<file path="src/rtl/seg7_scan_decoder.sv">
// Receive-side monitor for a multiplexed 7-segment bus: waits for each scan slot to settle,
// decodes the cathode pattern and rebuilds the per-position digit register.
module seg7_scan_decoder #(
    parameter int NDIG       = 8,
    parameter int STABLE_CYC = 4,
    parameter int CNT_W      = 3
) (
    input  logic              clk,
    input  logic              reset,
    input  logic [NDIG-1:0]   anode,
    input  logic [7:0]        cathode,
    output logic [4*NDIG-1:0] digits,
    output logic [NDIG-1:0]   valid_mask,
    output logic              frame_done,
    output logic              bad_pattern,
    output logic [7:0]        err_count
);

    localparam logic [CNT_W-1:0] CNT_MAX = CNT_W'(STABLE_CYC);
    localparam logic [CNT_W-1:0] CNT_ARM = CNT_W'(STABLE_CYC - 1);

    logic [NDIG-1:0]   a_q, a_p;
    logic [7:0]        c_q, c_p;
    logic [CNT_W-1:0]  cnt_q, cnt_d;
    logic [NDIG-1:0]   seen_q, seen_d;
    logic [4*NDIG-1:0] digits_q, digits_d;
    logic [NDIG-1:0]   valid_q, valid_d;
    logic              frame_q, frame_d;
    logic              bad_q, bad_d;
    logic [7:0]        err_q, err_d;

    logic              found, multi, one_low;
    logic              stable, capture;
    logic [NDIG-1:0]   sel, seen_next;
    logic [3:0]        code;
    logic              code_bad;

    // Input sample stage plus a one-deep history for the stability compare.
    always_ff @(posedge clk or posedge reset) begin
        if (reset) begin
            a_q <= '0;
            c_q <= '0;
            a_p <= '0;
            c_p <= '0;
        end else begin
            a_q <= anode;
            c_q <= cathode;
            a_p <= a_q;
            c_p <= c_q;
        end
    end

    assign sel = ~a_q;

    always_comb begin
        found = 1'b0;
        multi = 1'b0;
        for (int i = 0; i < NDIG; i++) begin
            if (sel[i]) begin
                if (found) multi = 1'b1;
                found = 1'b1;
            end
        end
        one_low = found && !multi;
    end

    assign stable  = one_low && ({a_q, c_q} == {a_p, c_p});
    assign capture = stable && (cnt_q == CNT_ARM);

    always_comb begin
        code     = 4'hE;
        code_bad = 1'b0;
        case (c_q)
            8'h03:   code = 4'h0;
            8'h9F:   code = 4'h1;
            8'h25:   code = 4'h2;
            8'h0D:   code = 4'h3;
            8'h99:   code = 4'h4;
            8'h49:   code = 4'h5;
            8'h41:   code = 4'h6;
            8'h1F:   code = 4'h7;
            8'h01:   code = 4'h8;
            8'h09:   code = 4'h9;
            8'hFE:   code = 4'hA;
            8'hFF:   code = 4'hF;
            default: code_bad = 1'b1;
        endcase
    end

    always_comb begin
        if (!stable) begin
            cnt_d = '0;
        end else if (cnt_q == CNT_MAX) begin
            cnt_d = cnt_q;
        end else begin
            cnt_d = cnt_q + 1'b1;
        end
    end

    assign seen_next = seen_q | sel;

    always_comb begin
        digits_d = digits_q;
        valid_d  = valid_q;
        seen_d   = seen_q;
        frame_d  = 1'b0;
        bad_d    = 1'b0;
        err_d    = err_q;
        if (capture) begin
            for (int i = 0; i < NDIG; i++) begin
                if (sel[i]) digits_d[4*i +: 4] = code;
            end
            valid_d = valid_q | sel;
            // Completing the set closes the frame and starts the next one empty.
            if (&seen_next) begin
                seen_d  = '0;
                frame_d = 1'b1;
            end else begin
                seen_d = seen_next;
            end
            if (code_bad) begin
                bad_d = 1'b1;
                if (err_q != 8'hFF) err_d = err_q + 8'd1;
            end
        end
    end

    always_ff @(posedge clk or posedge reset) begin
        if (reset) begin
            cnt_q    <= '0;
            seen_q   <= '0;
            digits_q <= '1;
            valid_q  <= '0;
            frame_q  <= 1'b0;
            bad_q    <= 1'b0;
            err_q    <= '0;
        end else begin
            cnt_q    <= cnt_d;
            seen_q   <= seen_d;
            digits_q <= digits_d;
            valid_q  <= valid_d;
            frame_q  <= frame_d;
            bad_q    <= bad_d;
            err_q    <= err_d;
        end
    end

    assign digits      = digits_q;
    assign valid_mask  = valid_q;
    assign frame_done  = frame_q;
    assign bad_pattern = bad_q;
    assign err_count   = err_q;

endmodule

</file>
<file path="config.mk">
export PLATFORM = sky130hd
export DESIGN_NAME = seg7_scan_decoder
export DESIGN_NICKNAME = d
export VERILOG_FILES = /design/src/rtl/seg7_scan_decoder.sv
export SDC_FILE = /design/constraint.sdc
export NUM_CORES = 1
export LEC_CHECK = 0
export CAP_MARGIN = 20
export CORE_ASPECT_RATIO = 1.2
export CORE_MARGIN = 3
export CORE_UTILIZATION = 47
export CTS_CLUSTER_DIAMETER = 80
export DETAILED_ROUTE_END_ITERATION = 8
export GPL_TIMING_DRIVEN = 1
export PLACE_DENSITY = 0.75
export SETUP_SLACK_MARGIN = 0.5
export SKIP_CTS_REPAIR_TIMING = 1
export SYNTH_ARGS = -nofsm -noshare
export SYNTH_HDL_FRONTEND = slang
export SYNTH_SLANG_ARGS = --single-unit
</file>
<file path="constraint.sdc">
create_clock -name clk -period 2.76 [get_ports clk]
set_clock_uncertainty 0.05 [all_clocks]
set_input_delay 0.414 -clock clk [delete_from_list [all_inputs] [get_ports clk]]
set_output_delay 0.414 -clock clk [all_outputs]
set_load 0.02 [all_outputs]
</file>
* After elaboration in Yosys (flattened, before gate mapping)
Cells that the tools add are included.
** Word-level totals
- Register bits :: 93
- Bits in latches :: 0
- Memory bits (writable) :: 0
- ROM bits :: 0
- Output and inout bits :: 50
- Memories kept :: 0
** Operators by class
- $add $sub $neg :: 2
- Multiply operators :: 0
- Div/mod/pow operators :: 0
- $lt $le $gt $ge :: 0
- Eq/ne operators :: 17
- Shifts and indexed selects :: 0
- Mux-type cells :: 30
- Bitwise operators :: 4
- Reduce and logical (&&, ||, !) cells :: 15
** Operators with widths (number)
- 4-bit one-hot mux with 12 select lines :: 1
- 8-bit equality test (second input constant) :: 4
- 1-bit two-way mux :: 26
- 16-bit equality test :: 1
- 8-bit by 4-bit equality test with 1-bit output (second input constant) :: 2
- 8-bit by 7-bit equality test with 1-bit output (second input constant) :: 2
- 8-bit bitwise OR :: 2
- 2-bit AND reduction :: 8
- 12-bit OR reduction :: 1
- 8-bit by 1-bit adder with 8-bit output (second input constant) :: 1
- 8-bit by 1-bit equality test with 1-bit output (second input constant) :: 1
- 8-bit by 2-bit equality test with 1-bit output (second input constant) :: 1
- 8-bit by 5-bit equality test with 1-bit output (second input constant) :: 1
- 8-bit by 6-bit equality test with 1-bit output (second input constant) :: 1
- 8-bit two-way mux :: 1
- 8-bit != test (second input constant) :: 1
- 8-bit NOT :: 1
- 8-bit AND reduction :: 1
- 3-bit two-way mux :: 2
- 3-bit by 1-bit adder with 3-bit output (second input constant) :: 1
- 3-bit by 2-bit equality test with 1-bit output (second input constant) :: 1
- 3-bit equality test (second input constant) :: 1
- 1-bit logical AND :: 3
- 3-bit AND reduction :: 1
- 3 further kinds :: 3

* Depth between registers and ports, before layout
- Word-level depth :: 21
- Gate-level depth with buffers :: 8
- Mapped depth without buffers :: 6

* Worst setup path before layout
Ideal clock, no wire load.
- Kind :: reg-to-reg
- Start :: register a_q[4]
- End :: register err_q[1], in the netlist err_count[1]
- Setup time :: 125 ps
- Data arrival time :: 2058 ps
- Data required time :: 2585 ps
- Path slack :: 527 ps
- Stages on the path, launching flop included :: 8
- Buffers on the path :: 1
- Period minus slack after synthesis :: 2233 ps
- Cell sequence :: dfrtp_1 inv_1 nor3_1 mux2i_1 nand4_4 buf_2 nor3_2 mux2_2
** On the way
- Longest elaborated chain between the ends :: 13
- Elaborated cells on any way between the ends :: 18
** RTL lines
- start, declared :: RTL line 22 : logic [NDIG-1:0] a_q, a_p;
- start signal, assigned :: RTL line 46 : a_q <= anode;
- 8-bit NOT :: RTL line 53 : assign sel = ~a_q;
- 1-bit two-way mux :: RTL line 59 : if (sel[i]) begin
- 1-bit two-way mux :: RTL line 60 : if (found) multi = 1'b1;
- 1-bit two-way mux :: RTL line 59
- 1-bit two-way mux :: RTL line 60
- 1-bit two-way mux :: RTL line 59
- 1-bit two-way mux :: RTL line 60
- 1-bit two-way mux :: RTL line 59
- 1-bit logical NOT :: RTL line 64 : one_low = found && !multi;
- 1-bit logical AND :: RTL line 64
- 1-bit logical AND * :: RTL line 67 : assign stable = one_low && ({a_q, c_q} == {a_p, c_p});
- 1-bit logical AND * :: RTL line 68 : assign capture = stable && (cnt_q == CNT_ARM);
- 3-bit AND reduction (no line) *
- end signal, assigned :: RTL line 144 : err_q <= err_d;
- end, declared :: RTL line 30 : logic [7:0] err_q, err_d;
Every way passes the cells marked *; elsewhere a longest branch is shown, timed or not.
A chain may end at the register's enable or synchronous reset.

* Final worst setup path
- Start :: register a_q[1]
- End :: register digits_q[20], in the netlist digits[20]
** On the way
- Longest elaborated chain between the ends :: 19
- Elaborated cells on any way between the ends :: 27
** RTL lines
- 8-bit NOT :: RTL line 53
- 1-bit two-way mux :: RTL line 59
- 1-bit two-way mux :: RTL line 60
- 1-bit two-way mux :: RTL line 59
- 1-bit two-way mux :: RTL line 60
- 1-bit two-way mux :: RTL line 59
- 1-bit two-way mux :: RTL line 60
- 1-bit two-way mux :: RTL line 59
- [3 not listed]
- 1-bit two-way mux :: RTL line 59
- 1-bit two-way mux :: RTL line 60
- 1-bit two-way mux :: RTL line 59
- 1-bit logical NOT :: RTL line 64
- 1-bit logical AND :: RTL line 64
- 1-bit logical AND * :: RTL line 67
- 1-bit logical AND * :: RTL line 68
- 2-bit AND reduction (no line) *
- end signal, assigned :: RTL line 140 : digits_q <= digits_d;
- end, declared :: RTL line 26 : logic [4*NDIG-1:0] digits_q, digits_d;
Marks and branches as above.

==> run summary <==
## Clock network
- **buffer type at the clock tree root** clkbuf_8
- **TritonCTS clock tree** built
- **deepest level of the CTS H-tree** 3
- **Longest Clk Path Bufs** 2
- **cts bufs inserted** 9
- **latest clock arrival within the worst-skew pair** 0.36 ns
- **Sink Count** 93
- **clock-pin slew on the worst setup and hold paths** 0.10 ns

## Floorplan
- **die boundary height** 105 microns
- **die extent in x** 88.5 microns
- **I/O pin cnt** 68
- **std cell rows** 35
- **starting density of the core** 0.492
- **die footprint** 9280 sq um
- **core area** 7790 sq um

## Logic synthesis
- **flops & latches, synth** 93
- **net count after synthesis** 309
- **number of instances in the synthesized netlist** 287
- **EDFF count, synth** 0
- **most instantiated flip-flop cell in the synthesis netlist** dfrtp_1
- **sequential cell area fraction in the yosys report** 0.617
- **asr flop ratio synth** 1.00
- **Distinct cells, synth** 49
- **Syn Area/Cell** 13.4 sq um
- **cell area after technology mapping** 3830 sq um
- **total number of yosys warnings** 0

## Placement
- **number of buffers inserted by port buffering** 67
- **HPWL after detailed placement** 5370 microns
- **Final GP Congestion** 0.832

## Timing
- **transition at the pin with the smallest max-transition slack** 0.561 ns
- **peak clock frequency supported by timing** 424 MHz
- **fraction of the cycle the final worst path needs** 0.855
- **RSZ-0062 raised after global routing** yes
- **worst-case hold slack** 0.398 ns
- **number of failing hold endpoints at the final stage** 0
- **final-report max-slew violation count** 0
- **Finish-stage setup viols** 0
- **shortest period the worst path allows** 2.36 ns
- **slew margin rel.** 0.621
- **Total Negative Setup Slacks** 0 ns

## Final layout
- **layout cell share with drive strength beyond 1** 0.482
- **# diodes** 0
- **commonest cells after routing, fill and taps aside** clkdlybuf4s50_1, dfrtp_1, buf_4, dfstp_2, mux2_2
- **most common library cell in the layout ignoring fill and taps** clkdlybuf4s50_1
- **Net count, final** 428
- **synth-to-layout area growth** 46.0%

## Critical path
- **Crit path largest cell delay** 0.47 ns
- **slowest library cell on the worst path** dfrtp_2
- **kind of capture point of the worst setup path** flip-flop
- **Critical Path RT** 3.01 ns
- **cells traversed along the worst timing path** nand3_2 > nor3_4 > mux2i_4 > nand4_4 > buf_8 > nor2_4 > mux2_2
- **critical path fanouts, max** 6
- **category of the most critical setup path** reg2reg
- **arrival time at the worst endpoint** 2.61 ns
- **type of element launching the critical path** flip-flop

## Power and ir drop
- **Total Power Consumption** 2.52 mW
- **maximum vdd ir drop** 0.345 mV
- **Pleak** 2.40 nW
- **pwr/cell area** 450 nW/um^2

## Drt
- **number of DRC markers after the initial detailed-route iteration** 235
- **detailed-route via count** 2786
- **number of iterations in the first detailed-routing pass** 4
- **DRC Markers** 0
- **Vias/cell** 5.54
- **residual antenna-violating net count after detailed routing** 0
- **WL per Instance** 19.0 microns
- **Detailed Route WL** 9580 microns

## Global routing
- **maximum number of pins on one net before global-route repair** 34
- **global-route wire length before repair** 12900 microns
- **number of global-route vias before repair** 2572
- **Total Routing Usage GR** 0.180
- **initial antenna violation count** 0
- **overflow left after global routing** 0

## Worst hold path
- **type of the worst min-delay path** in2async

## Run
- **max_cap viols** 0

## Run status
- **result of the run** finished clean

## sequential cells by signal, indices dropped and copies added (netlist names)
signal       cells
a_p              8
digits          32
a_q              8
seen_q           8
c_q              8
c_p              8
valid_mask       8
cnt_q            3
err_count        8
frame_done       1
bad_pattern      1
## layer usage
metal  wire length [microns]  track usage
met2                    4780        0.263
met5                       0            0
met4                     211       0.0691
met1                    4030        0.258
met3                     551       0.0434
## per-stage QoR
step	setup WS, ns	cells	utilization	cell area (sq um)
after floorplan	0.527	287	-	3840
after global placement	0.267	443	0.595	4640
after detailed placement	0.229	443	0.595	4640
after CTS	0.215	459	0.620	4830
after global routing	0.322	503	0.718	5600
final	0.401	503	0.718	5600
## cell type report
cell class | instances | area [sq um]
clock buffers | 10 | 149
clock inverters | 6 | 50.0
fillers | 506 | 2200
inverters | 13 | 52.6
multi-input cells | 175 | 1750
flip-flops and latches | 93 | 2390
well taps | 92 | 115
repair buffers | 114 | 1100
## critical path: cells and delay by family (launching register included)
| family | cells | cell delay [ns] |
|---|---|---|
| simple gates | 4 | 0.83 |
| flops | 1 | 0.47 |
| mux | 2 | 0.73 |
| buf+inv | 1 | 0.21 |
## power by group
part           total [mW]  switching [mW]  internal, mW
clock network       0.909           0.514         0.395
registers            1.43          0.0350          1.39
logic               0.185          0.0905        0.0949
## logic make-up (layout without fill, tap and decap cells)
group,count (synthesis),after routing,synth area share
AO/OA/AOI/OAI,27,27,0.0538
XOR/XNOR,24,24,0.0548
adder cells (fa/ha/maj),5,5,0.0157
buffers and inverters,21,143,0.0228
flip-flops,93,93,0.617
multiplexers,36,36,0.105
AND/OR/NAND/NOR,81,83,0.131
## cells in the mapped netlist, drive strengths merged (7+ instances only)
library cell	number	area (sq um)
buf	7	35.0
nor2	12	50.1
nand2	11	41.3
dfrtp	61	1530
mux2	34	383
dfstp	32	841
o21a	8	60.1
nand3	11	65.1
xnor2	18	158
or2	8	50.1
inv	13	48.8
## worst paths after layout
check	endpoint	slack, ns	start	cells after the start
setup / recovery	digits[20]	0.40	a_q[1]	7
hold reg to reg	a_p[4]	0.41	a_q[4]	0
min in group clk	a_p[4]	0.41	a_q[4]	0
hold / removal	valid_mask[7]	0.40	reset	2
setup reg to reg	digits[20]	0.40	a_q[1]	7
max in group asynchronous	a_q[5]	1.59	reset	3
(Power assumes the default switching activity.)
